--- src/rtl/axi_rd_scheduler_if.sv ---
// Signal bundle between the read scheduler and the crossbar datapath.
// Port names match the crossbar's read-path control naming.
interface axi_rd_scheduler_if;
  // AR/R handshakes follow AXI rules: a transfer happens on a rising edge
  // where both valid and ready are high, and a valid, once raised, is held
  // until that transfer. The scheduler only observes these signals.
  logic        arvalid_m0_i;
  logic [31:0] araddr_m0_i;
  logic [3:0]  arlen_m0_i;
  logic        arvalid_m1_i;
  logic [31:0] araddr_m1_i;
  logic [3:0]  arlen_m1_i;
  logic        arready_sel_i;
  logic        rvalid_sel_i;
  logic        rready_sel_i;
  logic        rlast_sel_i;
  logic [1:0]  grant_o;
  logic [2:0]  slv_sel_o;
  logic        ar_en_o;
  logic        busy_o;
  logic        len_err_o;
  logic        timeout_o;
  logic [1:0]  dbg_state_o;

  modport slave (
    input  arvalid_m0_i, araddr_m0_i, arlen_m0_i,
    input  arvalid_m1_i, araddr_m1_i, arlen_m1_i,
    input  arready_sel_i, rvalid_sel_i, rready_sel_i, rlast_sel_i,
    output grant_o, slv_sel_o, ar_en_o, busy_o, len_err_o, timeout_o,
    output dbg_state_o
  );

  modport master (
    output arvalid_m0_i, araddr_m0_i, arlen_m0_i,
    output arvalid_m1_i, araddr_m1_i, arlen_m1_i,
    output arready_sel_i, rvalid_sel_i, rready_sel_i, rlast_sel_i,
    input  grant_o, slv_sel_o, ar_en_o, busy_o, len_err_o, timeout_o,
    input  dbg_state_o
  );
endinterface

--- src/rtl/axi_rd_scheduler.sv ---
// Read-path scheduler for the 2x2 AXI crossbar: round-robin AR arbitration,
// address decode, grant hold until RLAST, beat counting. Optional watchdog: AXI_RD_TIMEOUT_EN.
module axi_rd_scheduler #(
  parameter logic [31:0] S0_BASE        = 32'h0000_0000,
  parameter logic [31:0] S1_BASE        = 32'h0001_0000,
  parameter logic [31:0] WIN_MASK       = 32'hFFFF_0000,
  parameter int          TIMEOUT_CYCLES = 1024
) (
  input logic               ACLK,
  input logic               ARESETn,
  axi_rd_scheduler_if.slave bus
);

  typedef enum logic [1:0] {
    ST_IDLE = 2'd0,
    ST_ADDR = 2'd1,
    ST_DATA = 2'd2
  } state_t;

  state_t      r_state, w_state_nxt;
  logic [1:0]  r_grant, w_grant_nxt;
  logic [2:0]  r_sel, w_sel_nxt;
  logic [3:0]  r_arlen, w_arlen_nxt;
  logic [4:0]  r_beat_cnt, w_beat_cnt_nxt;
  logic        r_rr_pri, w_rr_pri_nxt;
  logic        r_len_err, w_len_err_nxt;

  logic        w_any_req;
  logic        w_winner;
  logic [31:0] w_win_addr;
  logic [3:0]  w_win_len;
  logic        w_r_hs;
  logic [5:0]  w_beat_inc;
  logic [5:0]  w_len_target;
  logic        w_timeout_hit;

  function automatic logic [2:0] decode_slave(input logic [31:0] addr);
    if ((addr & WIN_MASK) == (S0_BASE & WIN_MASK))      return 3'b001;
    else if ((addr & WIN_MASK) == (S1_BASE & WIN_MASK)) return 3'b010;
    else                                                return 3'b100;
  endfunction

  // w_winner: 0 selects M0, 1 selects M1; rr_pri only matters on a tie.
  assign w_any_req    = bus.arvalid_m0_i | bus.arvalid_m1_i;
  assign w_winner     = (bus.arvalid_m0_i & bus.arvalid_m1_i) ? r_rr_pri : bus.arvalid_m1_i;
  assign w_win_addr   = w_winner ? bus.araddr_m1_i : bus.araddr_m0_i;
  assign w_win_len    = w_winner ? bus.arlen_m1_i  : bus.arlen_m0_i;
  assign w_r_hs       = bus.rvalid_sel_i & bus.rready_sel_i;
  assign w_beat_inc   = {1'b0, r_beat_cnt} + 6'd1;
  assign w_len_target = {2'b00, r_arlen} + 6'd1;

`ifdef AXI_RD_TIMEOUT_EN
  localparam logic [15:0] TO_LIMIT = 16'(TIMEOUT_CYCLES - 1);

  logic [15:0] r_to_cnt;
  logic        r_timeout;
  logic        w_hs_any;

  assign w_hs_any = ((r_state == ST_ADDR) & bus.arready_sel_i) |
                    ((r_state == ST_DATA) & w_r_hs);
  // Fires on the last cycle of the window so the abort lands exactly TIMEOUT_CYCLES in.
  assign w_timeout_hit = (r_state != ST_IDLE) & ~w_hs_any & (r_to_cnt == TO_LIMIT);

  always_ff @(posedge ACLK or negedge ARESETn) begin
    if (!ARESETn) begin
      r_to_cnt  <= 16'd0;
      r_timeout <= 1'b0;
    end else begin
      if ((r_state == ST_IDLE) || w_hs_any || w_timeout_hit) r_to_cnt <= 16'd0;
      else                                                   r_to_cnt <= r_to_cnt + 16'd1;
      if (w_timeout_hit) r_timeout <= 1'b1;
    end
  end

  assign bus.timeout_o = r_timeout;
`else
  logic [15:0] w_unused_to_limit;

  assign w_unused_to_limit = 16'(TIMEOUT_CYCLES);
  assign w_timeout_hit     = 1'b0;
  assign bus.timeout_o     = 1'b0;
`endif

  always_ff @(posedge ACLK or negedge ARESETn) begin
    if (!ARESETn) begin
      r_state    <= ST_IDLE;
      r_grant    <= 2'b00;
      r_sel      <= 3'b000;
      r_arlen    <= 4'd0;
      r_beat_cnt <= 5'd0;
      r_rr_pri   <= 1'b0;
      r_len_err  <= 1'b0;
    end else begin
      r_state    <= w_state_nxt;
      r_grant    <= w_grant_nxt;
      r_sel      <= w_sel_nxt;
      r_arlen    <= w_arlen_nxt;
      r_beat_cnt <= w_beat_cnt_nxt;
      r_rr_pri   <= w_rr_pri_nxt;
      r_len_err  <= w_len_err_nxt;
    end
  end

  always_comb begin
    w_state_nxt    = r_state;
    w_grant_nxt    = r_grant;
    w_sel_nxt      = r_sel;
    w_arlen_nxt    = r_arlen;
    w_beat_cnt_nxt = r_beat_cnt;
    w_rr_pri_nxt   = r_rr_pri;
    w_len_err_nxt  = r_len_err;

    case (r_state)
      ST_IDLE: begin
        if (w_any_req) begin
          w_grant_nxt = w_winner ? 2'b10 : 2'b01;
          w_sel_nxt   = decode_slave(w_win_addr);
          w_arlen_nxt = w_win_len;
          w_state_nxt = ST_ADDR;
        end
      end

      ST_ADDR: begin
        if (w_timeout_hit) begin
          w_grant_nxt  = 2'b00;
          w_sel_nxt    = 3'b000;
          w_rr_pri_nxt = r_grant[0];
          w_state_nxt  = ST_IDLE;
        end else if (bus.arready_sel_i) begin
          w_state_nxt = ST_DATA;
        end
      end

      ST_DATA: begin
        if (w_timeout_hit) begin
          w_grant_nxt    = 2'b00;
          w_sel_nxt      = 3'b000;
          w_beat_cnt_nxt = 5'd0;
          w_rr_pri_nxt   = r_grant[0];
          w_state_nxt    = ST_IDLE;
        end else if (w_r_hs) begin
          if (bus.rlast_sel_i) begin
            if (w_beat_inc != w_len_target) w_len_err_nxt = 1'b1;
            w_grant_nxt    = 2'b00;
            w_sel_nxt      = 3'b000;
            w_beat_cnt_nxt = 5'd0;
            // Served M0 (grant 01) hands priority to M1, and vice versa.
            w_rr_pri_nxt   = r_grant[0];
            w_state_nxt    = ST_IDLE;
          end else begin
            // Expected final beat came without RLAST; keep waiting for it.
            if (w_beat_inc == w_len_target) w_len_err_nxt = 1'b1;
            if (r_beat_cnt != 5'd31) w_beat_cnt_nxt = w_beat_inc[4:0];
          end
        end
      end

      default: begin
        w_grant_nxt    = 2'b00;
        w_sel_nxt      = 3'b000;
        w_beat_cnt_nxt = 5'd0;
        w_state_nxt    = ST_IDLE;
      end
    endcase
  end

  assign bus.grant_o     = r_grant;
  assign bus.slv_sel_o   = r_sel;
  assign bus.ar_en_o     = (r_state == ST_ADDR);
  assign bus.busy_o      = (r_state != ST_IDLE);
  assign bus.len_err_o   = r_len_err;
  assign bus.dbg_state_o = r_state;

endmodule

--- src/flat_wrapper.sv ---
// flat-port wrapper written by rule: the top's interface ports become plain ports
module axi_rd_scheduler_flat 
#(
  parameter logic [31:0] S0_BASE        = 32'h0000_0000,
  parameter logic [31:0] S1_BASE        = 32'h0001_0000,
  parameter logic [31:0] WIN_MASK       = 32'hFFFF_0000,
  parameter int          TIMEOUT_CYCLES = 1024
)
  (ACLK, ARESETn, bus_arvalid_m0_i, bus_araddr_m0_i, bus_arlen_m0_i, bus_arvalid_m1_i, bus_araddr_m1_i, bus_arlen_m1_i, bus_arready_sel_i, bus_rvalid_sel_i, bus_rready_sel_i, bus_rlast_sel_i, bus_grant_o, bus_slv_sel_o, bus_ar_en_o, bus_busy_o, bus_len_err_o, bus_timeout_o, bus_dbg_state_o);
  axi_rd_scheduler_if bus_i ();
  input logic ACLK;
  input logic ARESETn;
  input wire logic [$bits(bus_i.arvalid_m0_i)-1:0] bus_arvalid_m0_i;
  input wire logic [$bits(bus_i.araddr_m0_i)-1:0] bus_araddr_m0_i;
  input wire logic [$bits(bus_i.arlen_m0_i)-1:0] bus_arlen_m0_i;
  input wire logic [$bits(bus_i.arvalid_m1_i)-1:0] bus_arvalid_m1_i;
  input wire logic [$bits(bus_i.araddr_m1_i)-1:0] bus_araddr_m1_i;
  input wire logic [$bits(bus_i.arlen_m1_i)-1:0] bus_arlen_m1_i;
  input wire logic [$bits(bus_i.arready_sel_i)-1:0] bus_arready_sel_i;
  input wire logic [$bits(bus_i.rvalid_sel_i)-1:0] bus_rvalid_sel_i;
  input wire logic [$bits(bus_i.rready_sel_i)-1:0] bus_rready_sel_i;
  input wire logic [$bits(bus_i.rlast_sel_i)-1:0] bus_rlast_sel_i;
  output wire logic [$bits(bus_i.grant_o)-1:0] bus_grant_o;
  output wire logic [$bits(bus_i.slv_sel_o)-1:0] bus_slv_sel_o;
  output wire logic [$bits(bus_i.ar_en_o)-1:0] bus_ar_en_o;
  output wire logic [$bits(bus_i.busy_o)-1:0] bus_busy_o;
  output wire logic [$bits(bus_i.len_err_o)-1:0] bus_len_err_o;
  output wire logic [$bits(bus_i.timeout_o)-1:0] bus_timeout_o;
  output wire logic [$bits(bus_i.dbg_state_o)-1:0] bus_dbg_state_o;
  assign bus_i.arvalid_m0_i = bus_arvalid_m0_i;
  assign bus_i.araddr_m0_i = bus_araddr_m0_i;
  assign bus_i.arlen_m0_i = bus_arlen_m0_i;
  assign bus_i.arvalid_m1_i = bus_arvalid_m1_i;
  assign bus_i.araddr_m1_i = bus_araddr_m1_i;
  assign bus_i.arlen_m1_i = bus_arlen_m1_i;
  assign bus_i.arready_sel_i = bus_arready_sel_i;
  assign bus_i.rvalid_sel_i = bus_rvalid_sel_i;
  assign bus_i.rready_sel_i = bus_rready_sel_i;
  assign bus_i.rlast_sel_i = bus_rlast_sel_i;
  assign bus_grant_o = bus_i.grant_o;
  assign bus_slv_sel_o = bus_i.slv_sel_o;
  assign bus_ar_en_o = bus_i.ar_en_o;
  assign bus_busy_o = bus_i.busy_o;
  assign bus_len_err_o = bus_i.len_err_o;
  assign bus_timeout_o = bus_i.timeout_o;
  assign bus_dbg_state_o = bus_i.dbg_state_o;
  axi_rd_scheduler #(.S0_BASE(S0_BASE), .S1_BASE(S1_BASE), .WIN_MASK(WIN_MASK), .TIMEOUT_CYCLES(TIMEOUT_CYCLES)) u_core (.ACLK(ACLK), .ARESETn(ARESETn), .bus(bus_i));
endmodule
--- config.mk ---
export PLATFORM = sky130hd
export DESIGN_NAME = axi_rd_scheduler_flat
export DESIGN_NICKNAME = d
export VERILOG_FILES = /design/src/rtl/axi_rd_scheduler_if.sv /design/src/rtl/axi_rd_scheduler.sv /design/src/flat_wrapper.sv
export SDC_FILE = /design/constraint.sdc
export NUM_CORES = 1
export LEC_CHECK = 0
export ABC_AREA = 0
export BUFFER_PORTS_ARGS = -buffer_cell sky130_fd_sc_hd__buf_2
export CORE_MARGIN = 2
export CORE_UTILIZATION = 34
export CTS_CLUSTER_SIZE = 20
export DETAILED_ROUTE_END_ITERATION = 10
export GPL_ROUTABILITY_DRIVEN = 1
export PLACE_DENSITY = 0.76
export SKIP_LAST_GASP = 1
export SLEW_MARGIN = 20
export SYNTH_ARGS = -nofsm -noshare
export SYNTH_HDL_FRONTEND = slang
export SYNTH_SLANG_ARGS = --single-unit
export TNS_END_PERCENT = 20
--- constraint.sdc ---
create_clock -name ACLK -period 2.1 [get_ports ACLK]
set_clock_uncertainty 0.2 [all_clocks]
set_input_delay 0.42 -clock ACLK [delete_from_list [all_inputs] [get_ports ACLK]]
set_output_delay 0.42 -clock ACLK [all_outputs]
set_load 0.02 [all_outputs]
# [Word-level counts from Yosys, hierarchy flattened]
# Cells that the tools add are included.
[word_totals] register_bits=18 input_bits=80 out_inout_bits=11 word_cells=61
[op_classes] n_addsub=2 eq_ne=12 n_mux=24 bitwise=5 reduce_logical=11
[ops] op="32-bit zero test" count=1
[ops] op="32-bit two-way mux" count=1
[ops] op="16-bit by 1-bit == test with 1-bit output, second input constant" count=1
[ops] op="3-bit two-way mux" count=5
[ops] op="5-bit two-way mux" count=3
[ops] op="2-bit two-way mux" count=6
[ops] op="2-bit one-hot mux with 3 select lines" count=2
[ops] op="4-bit AND reduction" count=3
[ops] op="5-bit one-hot mux with 2 select lines" count=1
[ops] op="3-bit one-hot mux with 3 select lines" count=1
[ops] op="5-bit by 1-bit adder with 6-bit output, second input constant" count=1
[ops] op="6-bit == test" count=1
[ops] op="2-bit by 1-bit inequality test with 1-bit output, second input constant" count=3
[ops] op="6-bit inequality test" count=1
[ops] op="3-bit AND reduction" count=2
[ops] op="4-bit by 1-bit adder with 5-bit output, second input constant" count=1
[ops] op="5-bit inequality test, second input constant" count=1
[ops] op="1-bit two-way mux" count=4
[ops] op="4-bit two-way mux" count=1
[ops] op="2-bit inequality test, second input constant" count=2
[ops] op="2-bit nonzero test" count=2
[ops] op="3-bit by 2-bit inequality test with 1-bit output, second input constant" count=1
[ops] op="1-bit AND" count=2
[ops] op="2-bit by 1-bit == test with 1-bit output, second input constant" count=1
[ops] op="6 further kinds" count=7

# [Depth between registers and ports, before layout]
[depth] ltp_word=8 ltp_mapped=8

# [Least setup slack after synthesis]
# Ideal clock, no wire load.
[synth_timing] kind="flip-flop to flip-flop" from="reg u_core.r_beat_cnt[0]" to="reg u_core.r_len_err (netlist: u_core.bus.len_err_o)" setup_time_ps=127 arrival_time_ps=1923 required_ps=1773 slack_ps=-149 stages_incl_launch_ff=9 path_buffers=0 cell_sequence="dfrtp_1 -> ha_1 -> and3_1 -> ha_1 -> nand4b_1 -> nand3_1 -> nor4b_2 -> a21oi_1 -> a311o_1"
[synth_via] elab_chain_cells=4 elab_cells_between_ends=6 classes_between="1 x add/sub; 3 x eq/ne; 2 x reduce/logical"
[synth_lines] item="start, declared" line_no="axi_rd_scheduler.sv:24" text="logic [4:0] r_beat_cnt, w_beat_cnt_nxt;"
[synth_lines] item="start signal, assigned" line_no="axi_rd_scheduler.sv:98" text="r_beat_cnt <= w_beat_cnt_nxt;"
[synth_lines] item="5-bit by 1-bit adder with 6-bit output (*)" line_no="axi_rd_scheduler.sv:49" text="assign w_beat_inc = {1'b0, r_beat_cnt} + 6'd1;"
[synth_lines] item="6-bit inequality test / 6-bit == test (equally long branches)" line_no="axi_rd_scheduler.sv:143, axi_rd_scheduler.sv:152"
[synth_lines] item="2-bit by 1-bit inequality test with 1-bit output (no source line) / 2-bit nonzero test (equally long branches)"
[synth_lines] item="4-bit AND reduction (no source line) (*)"
[synth_lines] item="end signal, assigned" line_no="axi_rd_scheduler.sv:100" text="r_len_err <= w_len_err_nxt;"
[synth_lines] item="end, declared" line_no="axi_rd_scheduler.sv:26" text="logic r_len_err, w_len_err_nxt;"
# Every way passes the cells marked *; elsewhere a longest branch is shown, timed or not.
# A chain may end at the register's enable or synchronous reset.

# [Final worst setup path]
# Same ends and word-level chain as after synthesis.

==> metrics.md <==
| Metric | Value |
|---|---|
| Syn. warnings | 0 |
| GP Congestion | slightly below 0.8 |
| Global-route wire length before repair | around 4500 µm |
| Die width | around 60 µm |
| Sequential fraction of the synthesis area | between 40% and 50% |
| Fill cell count | a little over 300 |
| Syn nets | 200 |
| Clock sinks | 18 |
| ANT cells | 0 |
| RSZ-0062 raised after global routing | yes |
| Dpl hpwl | between 2000 and 2500 µm |
| Layout cells sized above 1 | between 40% and 50% |
| TritonCTS Buffers | 3 |
| Setup WS post-layout | -47.3 ps |
| DRC Markers | 0 |
| GRT overflow | 0 |
| Period utilization | 102% |
| Pwr/cell area | 1040 nW/µm² |
| Max frequency | 466 MHz |
| Height of the die | between 50 and 60 µm |
| P_leak | 0.779 nW |
| Final setup viols | 1 |
| Worst Path Required | 2090 ps |
| Wire per inst | 12.2 µm |
| Post-layout nets | around 270 |
| Status | finished, violations left |
| Mapped Area | between 1000 and 1500 µm² |
| DR vias/cell | 5.12 |
| Startpoint Class | register |
| Drt first-iter violations | 38 |
| Initial Utilization | between 30% and 40% |
| Endpoint class of the critical path | register |
| Clock latency at the later pin of the worst-skew pair | between 200 and 300 ps |
| Final hold violations | 0 |
| Initial antenna violation count | 0 |
| Area grow syn2layout | 44.6% |
| Top_reg_cell synth | dfrtp_1 |
| Final instance area | 1530 µm² |
| Synth async-reset ratio | 100% |
| MaxCap Viol Count | 0 |
| Peak VDD IR | 0.000462 V |
| Failing checks | negative setup slack |
| Critical Path AT | about 2100 ps |
| Most frequent cells in the layout | 57 x buf_2, 20 x nand2_1, 18 x dfrtp_1 |
| Commonest non-fill, non-tap cell in the layout | buf_2 |
| Post-Syn Instances | about 120 |
| Avg Cell Area, Syn | approximately 9 µm² |
| Placed Area | roughly 1400 µm² |
| Slew Viols, Final | 0 |
| ANT nets after route | 0 |
| CP max FO | 2 |
| Vias in the first global route | roughly 1.1k |
| Slew @ Worst Pin | between 500 and 600 ps |
| Total design power | around 1.6 mW |
| Clock transition at the registers of the reported paths | 110 ps |
| Min Clock Period, post-route | between 2000 and 2500 ps |
| Worst hold path type | input pin to register |
| Clock Tree Buf Depth | 2 |
| Classification of the worst setup path | register to register |
| Row count | 20 |
| Die ar. | ~3600 µm² |
| Port bufs | 57 |
| GRT Util Overall | 16.5% |
| Number of distinct library cells after synthesis | 33 |
| Register bit count reported by yosys | 18 |
| Drt first pass iters | 4 |
| Max-Slew Margin vs Limit | between 60% and 70% |
| # H-tree levels | 1 |
| IO Pins | approximately 90 |
| Clock root cell | clkbuf_4 |
| Via count | between 1k and 1.5k |
| Total core area | approximately 3000 µm² |
| Largest net degree at the start of global routing | 19 |
| EDFF count, synth | 0 |
| Multi-input logic area | between 600 and 700 µm² |
| WL final | ~2700 µm |
| CTS tree | done |
| Reg area | ~450 µm² |
-- metal layers --
layer	track usage [%]	wire [µm]
met3	3.46	219
met1	18.6	1050
met5	0	0
met2	32.6	1410
met4	0.952	0
-- cell usage after synthesis (all sizes together), types with 2 or more instances --
| cell type | instances | area [µm²] |
|---|---|---|
| mux2i | 6 | 60.1 |
| ha | 3 | 37.5 |
| nor2 | 5 | 18.8 |
| nor4 | 6 | 37.5 |
| nand3 | 5 | 25.0 |
| nor3 | 2 | 10.0 |
| nand2b | 4 | 25.0 |
| nand2 | 20 | 75.1 |
| o21ai | 15 | 78.8 |
| xnor2 | 4 | 35.0 |
| nand4 | 2 | 12.5 |
| inv | 4 | 15.0 |
| or2 | 2 | 12.5 |
| o31ai | 2 | 15.0 |
| a21oi | 2 | 10.0 |
| xor2 | 3 | 26.3 |
| dfrtp | 18 | 450 |
-- layout make-up --
class,count,area share [%]
tap,33,2.71
inverter,4,0.984
clock buffer,4,2.38
timing repair buffer,68,24.3
sequential,18,29.5
multi-input combinational,93,40.1
-- metrics by stage --
step / TNS [ps] / hold WS (ps) / worst slack (ps) / instances / utilization, %
5_1_grt: -340 / 108 / -187 / 220 / 50.8
2_1_floorplan: -92.0 / -75.6 / -92.0 / 117 / -
6_report: -47.3 / 113 / -47.3 / 220 / 50.8
4_1_cts: -54.1 / 108 / -54.1 / 220 / 50.8
3_3_place_gp: -158 / 170 / -158 / 214 / 48.0
3_5_place_dp: -179 / 172 / -179 / 214 / 48.0
-- where the power goes --
group | internal, mW | switching, mW
Sequential | 0.460 | 0.0989
Combinational | 0.363 | 0.449
Clock | 0.106 | 0.109
-- sequential cells by signal, indices dropped and copies added (netlist names) --
signal	flops
u_core.r_beat_cnt	5
u_core.r_arlen	4
u_core.bus.slv_sel_o	3
u_core.bus.dbg_state_o	2
u_core.bus.grant_o	2
u_core.bus.len_err_o	1
u_core.r_rr_pri	1
-- final timing paths --
check                                                 start                                     to  slack (ps)  depth (start not counted)
min in group asynchronous                           ARESETn       u_core.r_beat_cnt[1]$_DFFE_PN0P_         370                          2
max reg2reg                u_core.r_beat_cnt[0]$_DFFE_PN0P_       u_core.bus.len_err_o$_DFFE_PN0P_         -50                          8
min                                       bus_arready_sel_i  u_core.bus.dbg_state_o[0]$_DFFE_PN0P_         110                          2
max                        u_core.r_beat_cnt[0]$_DFFE_PN0P_       u_core.bus.len_err_o$_DFFE_PN0P_         -50                          8
min reg2reg                u_core.bus.len_err_o$_DFFE_PN0P_       u_core.bus.len_err_o$_DFFE_PN0P_         290                          1
max in group asynchronous                           ARESETn          u_core.r_arlen[0]$_DFFE_PN0P_        1050                          2
-- logic make-up after synthesis --
kind of cell	count (synthesis)	synth area share (%)
other	1	0.356
adders and majority gates	3	3.56
AOI/OAI and AO/OA	24	13.8
buffers and inverters	6	2.49
DFF	18	42.7
xor gates and xnor gates	7	5.81
muxes	7	6.76
and+or+nand+nor	51	24.6
-- critical path: stages, from the launching register on --
cell      delay [ps]
dfrtp_1          410
ha_2             190
and3_4           150
ha_4             260
nand4b_1         110
nand3_2           90
nor4b_4          260
a21oi_1          110
a311o_1          270
-- timing repair --
| action | CTS | global route |
|---|---|---|
| endpoints found under the hold margin | 18 | 0 |
| endpoints found under the setup margin | 1 | 3 |
| resized for setup | 4 | 0 |
| gates cloned | 0 | 0 |
| buffers inserted | 1 | 0 |
| pin swaps | 5 | 0 |
| hold buffers | 1 | 0 |
Note: power is estimated with default switching activity, not from simulation.
